**src/rtl/mgt_01_div_unit_pkg.sv**
```systemverilog
// Shared types and constants for the MGT_01 divide unit.
//   div_ops_e   : divide operation select (quotient/remainder, signed/unsigned)
//   mul_ops_e   : companion multiply operation select
//   div_state_e : divider FSM states
//   data_u      : default-width operand/result word
package mgt_01_div_unit_pkg;

  localparam int unsigned XlenDef  = 32;
  localparam int unsigned DivSteps = XlenDef;

  typedef logic [XlenDef-1:0] data_u;

  typedef enum logic [1:0] {DIV_, DIVU_, REM_, REMU_} div_ops_e;
  typedef enum logic [1:0] {MUL_, MULH_, MULHSU_, MULHU_} mul_ops_e;

  typedef enum logic [1:0] {StIdle, StDivide, StFix, StDone} div_state_e;

  function automatic logic is_signed_op(input div_ops_e op);
    return (op == DIV_) || (op == REM_);
  endfunction

  function automatic logic is_rem_op(input div_ops_e op);
    return (op == REM_) || (op == REMU_);
  endfunction

endpackage

```
**src/rtl/mgt_01_div_unit_step.sv**
```systemverilog
// One combinational restoring radix-2 division step.
//   rem, quo : current partial remainder and dividend/quotient shift register
//   dvs      : divisor magnitude
//   rem_nxt  : partial remainder after the step
//   quo_nxt  : shift register after the step, new quotient bit in the LSB
module mgt_01_div_unit_step #(
  parameter int unsigned XLEN = 32
) (
  input  logic [XLEN-1:0] rem,
  input  logic [XLEN-1:0] quo,
  input  logic [XLEN-1:0] dvs,
  output logic [XLEN-1:0] rem_nxt,
  output logic [XLEN-1:0] quo_nxt
);

  logic [XLEN:0] rem_ext;
  logic [XLEN:0] diff;
  logic          q_bit;

  always_comb begin
    // Extra MSB: 2*rem+1 can exceed XLEN bits, and then it always exceeds dvs.
    rem_ext = {rem, quo[XLEN-1]};
    diff    = rem_ext - {1'b0, dvs};
    q_bit   = ~diff[XLEN];
    rem_nxt = q_bit ? diff[XLEN-1:0] : rem_ext[XLEN-1:0];
    quo_nxt = {quo[XLEN-2:0], q_bit};
  end

endmodule

```
**src/rtl/mgt_01_div_unit.sv**
```systemverilog
// Multi-cycle restoring divider (DIV/DIVU/REM/REMU).
//   clk_i, rst_n_i : clock, async active-low reset
//   clk_en_i       : stall, low freezes all state
//   flush_i        : abort the operation in flight
//   valid_i, ops_i, dividend_i, divisor_i : start request and operands
//   ready_o        : idle, can accept a start
//   valid_o        : one-cycle result strobe
//   result_o       : quotient or remainder, held until the next result
module mgt_01_div_unit
  import mgt_01_div_unit_pkg::*;
#(
  parameter int unsigned XLEN = XlenDef
) (
  input  logic            clk_i,
  input  logic            rst_n_i,
  input  logic            clk_en_i,
  input  logic            flush_i,
  input  logic            valid_i,
  input  div_ops_e        ops_i,
  input  logic [XLEN-1:0] dividend_i,
  input  logic [XLEN-1:0] divisor_i,
  output logic            ready_o,
  output logic            valid_o,
  output logic [XLEN-1:0] result_o
);

  localparam int unsigned CntWidth = $clog2(XLEN);
  localparam logic [XLEN-1:0] MinVal = {1'b1, {(XLEN-1){1'b0}}};

  div_state_e            state_q, state_d;
  div_ops_e              op_q, op_d;
  logic [CntWidth-1:0]   cnt_q, cnt_d;
  logic [XLEN-1:0]       rem_q, rem_d;
  logic [XLEN-1:0]       quo_q, quo_d;
  logic [XLEN-1:0]       dvs_q, dvs_d;
  logic                  neg_quo_q, neg_quo_d;
  logic                  neg_rem_q, neg_rem_d;
  logic [XLEN-1:0]       result_q, result_d;

  logic                  sgn_in;
  logic [XLEN-1:0]       mag_a, mag_b;
  logic [XLEN-1:0]       fix_quo, fix_rem;
  logic [XLEN-1:0]       step_rem, step_quo;

  mgt_01_div_unit_step #(
    .XLEN (XLEN)
  ) u_step (
    .rem     (rem_q),
    .quo     (quo_q),
    .dvs     (dvs_q),
    .rem_nxt (step_rem),
    .quo_nxt (step_quo)
  );

  always_comb begin
    sgn_in  = is_signed_op(ops_i);
    mag_a   = (sgn_in && dividend_i[XLEN-1]) ? -dividend_i : dividend_i;
    mag_b   = (sgn_in && divisor_i[XLEN-1])  ? -divisor_i  : divisor_i;
    fix_quo = neg_quo_q ? -quo_q : quo_q;
    fix_rem = neg_rem_q ? -rem_q : rem_q;
  end

  always_comb begin
    state_d   = state_q;
    op_d      = op_q;
    cnt_d     = cnt_q;
    rem_d     = rem_q;
    quo_d     = quo_q;
    dvs_d     = dvs_q;
    neg_quo_d = neg_quo_q;
    neg_rem_d = neg_rem_q;
    result_d  = result_q;

    if (clk_en_i) begin
      if (flush_i) begin
        state_d = StIdle;
      end else begin
        unique case (state_q)
          StIdle: begin
            if (valid_i) begin
              op_d = ops_i;
              if (divisor_i == '0) begin
                // Divide by zero: quotient all-ones, remainder = dividend.
                result_d = is_rem_op(ops_i) ? dividend_i : '1;
                state_d  = StDone;
              end else if (sgn_in && dividend_i == MinVal && divisor_i == '1) begin
                // Signed overflow: quotient saturates to MinVal, remainder 0.
                result_d = is_rem_op(ops_i) ? '0 : MinVal;
                state_d  = StDone;
              end else begin
                quo_d     = mag_a;
                dvs_d     = mag_b;
                rem_d     = '0;
                cnt_d     = CntWidth'(XLEN - 1);
                neg_quo_d = sgn_in && (dividend_i[XLEN-1] ^ divisor_i[XLEN-1]);
                neg_rem_d = sgn_in && dividend_i[XLEN-1];
                state_d   = StDivide;
              end
            end
          end
          StDivide: begin
            rem_d = step_rem;
            quo_d = step_quo;
            cnt_d = cnt_q - 1'b1;
            if (cnt_q == '0) begin
              state_d = StFix;
            end
          end
          StFix: begin
            result_d = is_rem_op(op_q) ? fix_rem : fix_quo;
            state_d  = StDone;
          end
          StDone: begin
            state_d = StIdle;
          end
          default: begin
            state_d = StIdle;
          end
        endcase
      end
    end
  end

  always_ff @(posedge clk_i or negedge rst_n_i) begin
    if (!rst_n_i) begin
      state_q   <= StIdle;
      op_q      <= DIV_;
      cnt_q     <= '0;
      rem_q     <= '0;
      quo_q     <= '0;
      dvs_q     <= '0;
      neg_quo_q <= 1'b0;
      neg_rem_q <= 1'b0;
      result_q  <= '0;
    end else begin
      state_q   <= state_d;
      op_q      <= op_d;
      cnt_q     <= cnt_d;
      rem_q     <= rem_d;
      quo_q     <= quo_d;
      dvs_q     <= dvs_d;
      neg_quo_q <= neg_quo_d;
      neg_rem_q <= neg_rem_d;
      result_q  <= result_d;
    end
  end

  assign ready_o  = (state_q == StIdle);
  // A flush landing on the DONE cycle cancels the strobe.
  assign valid_o  = (state_q == StDone) && !(flush_i && clk_en_i);
  assign result_o = result_q;

endmodule
```
**config.mk**
```make
export PLATFORM = sky130hd
export DESIGN_NAME = mgt_01_div_unit
export DESIGN_NICKNAME = d
export VERILOG_FILES = /design/src/rtl/mgt_01_div_unit_pkg.sv /design/src/rtl/mgt_01_div_unit_step.sv /design/src/rtl/mgt_01_div_unit.sv
export SDC_FILE = /design/constraint.sdc
export NUM_CORES = 1
export LEC_CHECK = 0
export BUFFER_PORTS_ARGS = -buffer_cell sky130_fd_sc_hd__clkbuf_2
export CORE_MARGIN = 5
export CORE_UTILIZATION = 61
export DETAILED_ROUTE_END_ITERATION = 12
export PLACE_DENSITY = 0.91
export SETUP_SLACK_MARGIN = 0.2
export SLEW_MARGIN = 15
export SYNTH_ARGS = -nofsm -noshare
export SYNTH_HDL_FRONTEND = slang
export SYNTH_HIERARCHICAL = 1
export SYNTH_SLANG_ARGS = --single-unit
```
**constraint.sdc**
```tcl
create_clock -name clk_i -period 9.9 [get_ports clk_i]
set_clock_uncertainty 0.15 [all_clocks]
set_input_delay 0.99 -clock clk_i [delete_from_list [all_inputs] [get_ports clk_i]]
set_output_delay 0.99 -clock clk_i [all_outputs]
set_load 0.1 [all_outputs]
```
* Word level (Yosys, flattened, before mapping)
Index checks and enable logic that the tools add are counted.
Widths: inputs -> output; s select.
** Word-level totals
- Bits in registers :: 139
- Output and inout port bits :: 34
- Word-level logic and storage cells :: 87
** Cells by class
- Add/sub/neg operators :: 6
- Equality and inequality tests :: 15
- Mux-type cells :: 30
- Bitwise logic cells :: 5
- Reductions and logical operators :: 22
** Operators with widths (count)
- $mux 32 :: 17
- $pmux 32 s2 :: 3
- $neg 32->32 :: 4
- $eq 32x32->1 const B :: 2
- $sub 33x32->33 :: 1
- $logic_not 32->1 :: 1
- $mux 5 :: 3
- $eq 2x2->1 const B :: 6
- $reduce_and 6->1 :: 2
- $mux 2 :: 5
- $pmux 5 s2 :: 1
- $pmux 2 s4 :: 1
- $logic_and 1x1->1 :: 7
- $ne 2x2->1 const B :: 3
- $ne 3x3->1 const B :: 2
- $logic_not 5->1 :: 1
- $reduce_and 5->1 :: 1
- $sub 5x1->5 const B :: 1
- $logic_not 2->1 :: 2
- $not 1->1 :: 4
- $reduce_and 4->1 :: 1
- $reduce_bool 2->1 :: 2
- $logic_or 1x1->1 :: 3
- $ne 3x1->1 const B :: 1
- other kinds (4) :: 4

* Longest topological paths before layout
- Depth in word-level cells :: 9
- Mapped depth :: 17
- Depth with buffers taken out :: 15

* Hierarchy
The synthesis kept the hierarchy.
** Modules (own cells, without submodules)
- mgt_01_div_unit :: times used 1, cells each 1104, area an instance 9425.3 um^2
- mgt_01_div_unit_step :: times used 1, cells each 337, area an instance 2598.7 um^2

* Worst setup path after synthesis
OpenSTA, ideal clock, no wires.
- Kind :: input-to-output
- Start :: in flush_i
- End :: out valid_o
- Data arrival time :: 3.177 ns
- Setup slack :: 5.583 ns
- Stages :: 1
- Path buffers :: 0
- Path through :: a21boi_0
** On the way
- Word-level cells in the longest chain between the ends :: 3
** RTL lines
- from (decl) :: line mgt_01_div_unit.sv:17 : input logic flush_i,
- $logic_and 1x1->1 :: line mgt_01_div_unit.sv:150 : assign valid_o = (state_q == StDone) && !(flush_i && clk_en_i);
- $logic_not 1->1 :: line mgt_01_div_unit.sv:150
- $logic_and 1x1->1 :: line mgt_01_div_unit.sv:150
- to (decl) :: line mgt_01_div_unit.sv:23 : output logic valid_o,
Every way passes these cells.

* Worst setup path after layout
- Start :: in divisor_i[27]
- End :: reg result_q[20], in the netlist result_o[20]
** On the way
- Word-level cells in the longest chain between the ends :: 4
- Elaborated cells on any way between the ends :: 8
- Classes of those cells :: eq/ne (2); mux (3); reduce/logical (3)
** RTL lines
- from (decl) :: line mgt_01_div_unit.sv:21 : input logic [XLEN-1:0] divisor_i,
- $eq 32x32->1 or $logic_not 32->1 (tied branches) :: line mgt_01_div_unit.sv:86, mgt_01_div_unit.sv:82
- $logic_and 1x1->1 or $mux 32 (tied branches) :: line mgt_01_div_unit.sv:86, mgt_01_div_unit.sv:82
- $ne 3x1->1 (no line) or $mux 32 (tied branches)
- $reduce_and 5->1 (no line) or $pmux 32 s2 (tied branches)
- to (signal assigned) :: line mgt_01_div_unit.sv:144 : result_q <= result_d;
- to (decl) :: line mgt_01_div_unit.sv:38 : logic [XLEN-1:0] result_q, result_d;
Parallel ways exist; a longest one is shown, timed or not. The select of a mux whose other input is x is not followed.
A chain may end at the register's enable or synchronous reset.

==> flow_summary.html <==
<table>
<tr><th>Metric</th><th>Value</th></tr>
<tr><th colspan="2">Timing</th></tr>
<tr><td>Final number of max-transition violations</td><td>0</td></tr>
<tr><td>Max frequency</td><td>0.226 GHz</td></tr>
<tr><td>Share of the cycle needed by the critical path after routing</td><td>44.7%</td></tr>
<tr><td>Final Hold Vio Count</td><td>0</td></tr>
<tr><td>Final setup violation count</td><td>0</td></tr>
<tr><td>Setup tns final</td><td>0 ns</td></tr>
<tr><td>Worst hold slack</td><td>0.327 ns</td></tr>
<tr><td>Setup repair after global routing missed its margin</td><td>no</td></tr>
<tr><td>Minimum period implied by the final worst setup slack</td><td>4.43 ns</td></tr>
<tr><td>Actual slew at the worst max-slew pin</td><td>1.18 ns</td></tr>
<tr><td>Slew headroom</td><td>21.4%</td></tr>
<tr><th colspan="2">Setup path</th></tr>
<tr><td>Number of buffer and inverter instances along the worst setup path</td><td>2</td></tr>
<tr><td>Cell-by-cell trace of the critical path</td><td>clkbuf_2 -&gt; or4_1 -&gt; nand2b_1 -&gt; nor4_1 -&gt; a41o_1 -&gt; a21o_1 -&gt; buf_4 -&gt; mux2_2</td></tr>
<tr><td>Slowest library cell on the worst path</td><td>sky130_fd_sc_hd__nor4_1</td></tr>
<tr><td>Worst setup slack for register-to-register paths</td><td>5.63 ns</td></tr>
<tr><td>R2R depth</td><td>15</td></tr>
<tr><td>Number of logic stages on the critical path including buffering</td><td>8</td></tr>
<tr><td>Category of the most critical setup path</td><td>in2reg</td></tr>
<tr><td>Largest delay share family, worst path</td><td>simple AND/OR/NAND/NOR gates</td></tr>
<tr><td>Data arrival time of the critical path</td><td>4.59 ns</td></tr>
<tr><td>Largest fanout on the critical path</td><td>19</td></tr>
<tr><td>Kind of start point of the critical path</td><td>input port</td></tr>
<tr><td>Required arrival time at the worst endpoint</td><td>10.06 ns</td></tr>
<tr><td>Maximum cell stage delay along the critical path</td><td>0.93 ns</td></tr>
<tr><td>Critical Path Sink Type</td><td>flip-flop</td></tr>
<tr><th colspan="2">Route</th></tr>
<tr><td>Post-detailed-route DRC marker count</td><td>0</td></tr>
<tr><td>First-pass DRT Iterations</td><td>6</td></tr>
<tr><td>Post-DRT Antenna Nets</td><td>0</td></tr>
<tr><td>Sum of routed wire length over all layers</td><td>31.6 mm</td></tr>
<tr><td>Detail-routed net length per standard cell</td><td>18.2 µm</td></tr>
<tr><td>Via/cell ratio</td><td>6.42</td></tr>
<tr><td>Iter 0 DRT Violations</td><td>1206</td></tr>
<tr><td>Via count</td><td>11114</td></tr>
<tr><th colspan="2">Final layout</th></tr>
<tr><td>Fraction of final layout cells with drive strength greater than 1</td><td>16.2%</td></tr>
<tr><td>Fillers</td><td>1541</td></tr>
<tr><td>Area growth, synth to finish</td><td>6.99%</td></tr>
<tr><td>Post-layout net count</td><td>1569</td></tr>
<tr><td>Antenna diode instance count</td><td>0</td></tr>
<tr><td>Finished layout cell area</td><td>0.0129 mm²</td></tr>
<tr><td>Final instance count without filler cells</td><td>1732</td></tr>
<tr><th colspan="2">Clock tree</th></tr>
<tr><td>CTS root buffer</td><td>sky130_fd_sc_hd__clkbuf_16</td></tr>
<tr><td>Worst-skew pair later-pin latency</td><td>0.42 ns</td></tr>
<tr><td>Number of levels the H-tree was split into</td><td>4</td></tr>
<tr><td>Cts repair resizes</td><td>0</td></tr>
<tr><td>CTS sink cnt</td><td>138</td></tr>
<tr><td>CTS Buf Count</td><td>17</td></tr>
<tr><td>Clock-pin slew on the worst setup and hold paths</td><td>0.06 ns</td></tr>
<tr><td>TritonCTS clock tree</td><td>done</td></tr>
<tr><td>Hold-fix buffers, CTS</td><td>0</td></tr>
<tr><td>Number of buffers on the longest clock path</td><td>2</td></tr>
<tr><td>Number of buffers inserted by post-CTS setup repair</td><td>0</td></tr>
<tr><th colspan="2">Yosys</th></tr>
<tr><td>Cell type with the highest aggregate area in the netlist</td><td>sky130_fd_sc_hd__dfrtp_1</td></tr>
<tr><td>Combined area of all synthesized cells</td><td>0.0120 mm²</td></tr>
<tr><td>Most frequently used cell type in the post-synthesis netlist</td><td>sky130_fd_sc_hd__nand2_1</td></tr>
<tr><td>Synth Instances</td><td>1441</td></tr>
<tr><td>Post-Synthesis Net Count</td><td>1556</td></tr>
<tr><td>Sequential share of the synthesized area</td><td>28.7%</td></tr>
<tr><td>Post-synthesis average cell area</td><td>8.34 µm²</td></tr>
<tr><td>Count of unique library cells instantiated by Yosys</td><td>94</td></tr>
<tr><td>Most common flop cell mapped by yosys</td><td>sky130_fd_sc_hd__dfrtp_1</td></tr>
<tr><td>Flops &amp; latches, synth</td><td>138</td></tr>
<tr><td>Synth warnings</td><td>6</td></tr>
<tr><td>Async SR Flop Fraction</td><td>100%</td></tr>
<tr><td>Synth top cells by count</td><td>sky130_fd_sc_hd__nand2_1 (176), sky130_fd_sc_hd__dfrtp_1 (138), sky130_fd_sc_hd__o21ai_0 (123)</td></tr>
<tr><td>Number of synthesized flops with an enable pin</td><td>0</td></tr>
<tr><td>Top-area cell type share of the netlist area</td><td>28.7%</td></tr>
<tr><td>Largest cells by area after synthesis</td><td>sky130_fd_sc_hd__dfrtp_1 (29%), sky130_fd_sc_hd__nand2_1 (5.5%), sky130_fd_sc_hd__xnor2_1 (5.3%)</td></tr>
<tr><th colspan="2">GRT</th></tr>
<tr><td>Number of antenna violations at the first check in global routing</td><td>0</td></tr>
<tr><td>Maximum number of pins on one net before global-route repair</td><td>81</td></tr>
<tr><td>Global-route total usage across every layer</td><td>28.1%</td></tr>
<tr><td>GRT overflow</td><td>0</td></tr>
<tr><td>Via count of the first global-routing pass</td><td>10447</td></tr>
<tr><td>Global-route wire length before repair</td><td>51.4 mm</td></tr>
<tr><th colspan="2">Worst hold path</th></tr>
<tr><td>Type of the tightest min-delay check</td><td>reg2reg</td></tr>
<tr><td>Hold Path Stages</td><td>2</td></tr>
<tr><th colspan="2">Die</th></tr>
<tr><td>Vertical die dimension</td><td>150 µm</td></tr>
<tr><td>Die ar.</td><td>0.0226 mm²</td></tr>
<tr><td>Effective utilization at floorplan</td><td>61.8%</td></tr>
<tr><td>Number of I/O pins</td><td>105</td></tr>
<tr><td>Width of the die</td><td>150 µm</td></tr>
<tr><td>Number of placement rows</td><td>51</td></tr>
<tr><td>Core Footprint</td><td>0.0195 mm²</td></tr>
<tr><th colspan="2">Power</th></tr>
<tr><td>Static leakage</td><td>5.63 nW</td></tr>
<tr><td>Logic pwr share</td><td>64.1%</td></tr>
<tr><td>Power density over cell area</td><td>379 mW/mm²</td></tr>
<tr><td>Switching portion of total power</td><td>49.2%</td></tr>
<tr><td>Net switching power of the design</td><td>2.40 mW</td></tr>
<tr><td>Cell internal pwr</td><td>2.48 mW</td></tr>
<tr><td>Worst supply voltage drop on vdd</td><td>0.000200 V</td></tr>
<tr><td>Power share of the sequential group</td><td>23.1%</td></tr>
<tr><td>Clock network power share</td><td>12.8%</td></tr>
<tr><th colspan="2">Job</th></tr>
<tr><td>Max-cap check violation count</td><td>0</td></tr>
<tr><th colspan="2">Outcome</th></tr>
<tr><td>Run status</td><td>finished clean</td></tr>
<tr><th colspan="2">Placed design</th></tr>
<tr><td>Number of cells in the design after placement</td><td>1700</td></tr>
<tr><td>Sum of net half-perimeters after detailed placement</td><td>23.5 mm</td></tr>
<tr><td>DP Area</td><td>0.0123 mm²</td></tr>
<tr><td>Port Buffer Count</td><td>104</td></tr>
<tr><td>Final RePlAce weighted congestion</td><td>0.989</td></tr>
</table>
[kinds of logic (layout without fill, tap and decap cells)]
| family | after synthesis | count (layout) | synth area share, % |
|---|---|---|---|
| flip-flops | 138 | 138 | 28.7 |
| multiplexers | 89 | 89 | 8.68 |
| AND/OR/NAND/NOR | 444 | 444 | 18.6 |
| adder cells (fa/ha/maj) | 44 | 44 | 4.64 |
| buffers and inverters | 174 | 200 | 7.54 |
| AO/OA/AOI/OAI | 420 | 420 | 22.2 |
| XOR/XNOR | 132 | 132 | 9.61 |
[path summary, 6_finish.rpt]
check / startpoint / to
min in group asynchronous: rst_n_i / result_o[13]
hold / removal: dvs_q[22] / dvs_q[22]
setup / recovery: divisor_i[27] / result_o[20]
hold reg to reg: dvs_q[22] / dvs_q[22]
max in group asynchronous: rst_n_i / dvs_q[22]
setup reg to reg: quo_q[31] / rem_q[22]
[through the flow]
step           utilization [%]  setup WS [ns]  total power, mW
4_1_cts                   66.1           5.55             4.84
2_1_floorplan                -           5.58             3.85
3_3_place_gp              63.1           5.32             4.10
3_5_place_dp              63.1           5.10             4.19
5_1_grt                   66.1           5.34             5.24
6_report                  66.1           5.47             4.88
[final cells by class]
cell class	count	area (µm²)	share of cell area [%]
clock buffer	18	429	3.34
clock inverter	14	149	1.16
inverter	56	218	1.69
multi-input combinational	1129	7700	59.8
sequential	138	3450	26.8
tap	265	332	2.58
timing repair buffer	112	587	4.56
[sequential cells by signal, indices dropped and copies added, names as in the netlist]
name       count
op_q           1
dvs_q         32
result_o      32
quo_q         32
neg_rem_q      1
rem_q         32
cnt_q          5
state_q        2
neg_quo_q      1
[power groups by stage]
stage	sequential, mW	clock (mW)	combinational, mW
floorplan	1.11	0	2.74
finish	1.13	0.624	3.13
global placement	1.11	0	2.99
detailed placement	1.12	0	3.07
CTS	1.12	0.628	3.10
global route	1.17	0.657	3.42
[worst min-delay path: stages (launching register included)]
cell	delay (ns)
sky130_fd_sc_hd__dfrtp_1	0.34
sky130_fd_sc_hd__nand2_1	0.05
sky130_fd_sc_hd__o21ai_0	0.06
[per-layer routing]
metal,global-route usage [%],wire [µm],vias up
met5,0,0,-
li1,-,-,5222
met1,38.3,13100,5150
met2,44.3,14300,620
met3,5.03,2940,122
met4,11.8,1320,0
[layout by cell type (no fill, tap or decap), types with 6 or more instances in the layout]
master	n
sky130_fd_sc_hd__a21o_1	18
sky130_fd_sc_hd__xnor2_1	73
sky130_fd_sc_hd__a211oi_1	17
sky130_fd_sc_hd__and3_1	7
sky130_fd_sc_hd__a22oi_1	6
sky130_fd_sc_hd__mux2_4	20
sky130_fd_sc_hd__mux2i_1	36
sky130_fd_sc_hd__nand2_1	176
sky130_fd_sc_hd__or3_1	16
sky130_fd_sc_hd__or4_1	19
sky130_fd_sc_hd__inv_1	54
sky130_fd_sc_hd__dfrtp_1	138
sky130_fd_sc_hd__o21ai_0	123
sky130_fd_sc_hd__o21ai_1	48
sky130_fd_sc_hd__nand2b_1	16
sky130_fd_sc_hd__mux2_2	31
sky130_fd_sc_hd__ha_1	42
sky130_fd_sc_hd__clkbuf_2	103
sky130_fd_sc_hd__o41ai_1	14
sky130_fd_sc_hd__a21oi_1	60
sky130_fd_sc_hd__nand4_1	20
sky130_fd_sc_hd__or2_2	9
sky130_fd_sc_hd__nand3_1	21
sky130_fd_sc_hd__nor2_1	67
sky130_fd_sc_hd__clkbuf_16	17
sky130_fd_sc_hd__nor3_1	28
sky130_fd_sc_hd__buf_4	8
sky130_fd_sc_hd__o31ai_1	33
sky130_fd_sc_hd__xor2_1	59
sky130_fd_sc_hd__nor2b_1	6
sky130_fd_sc_hd__nor4_1	16
sky130_fd_sc_hd__and2_1	11
sky130_fd_sc_hd__o21a_1	8
sky130_fd_sc_hd__a31oi_1	30
No activity file was read; power rests on OpenSTA's default activity.
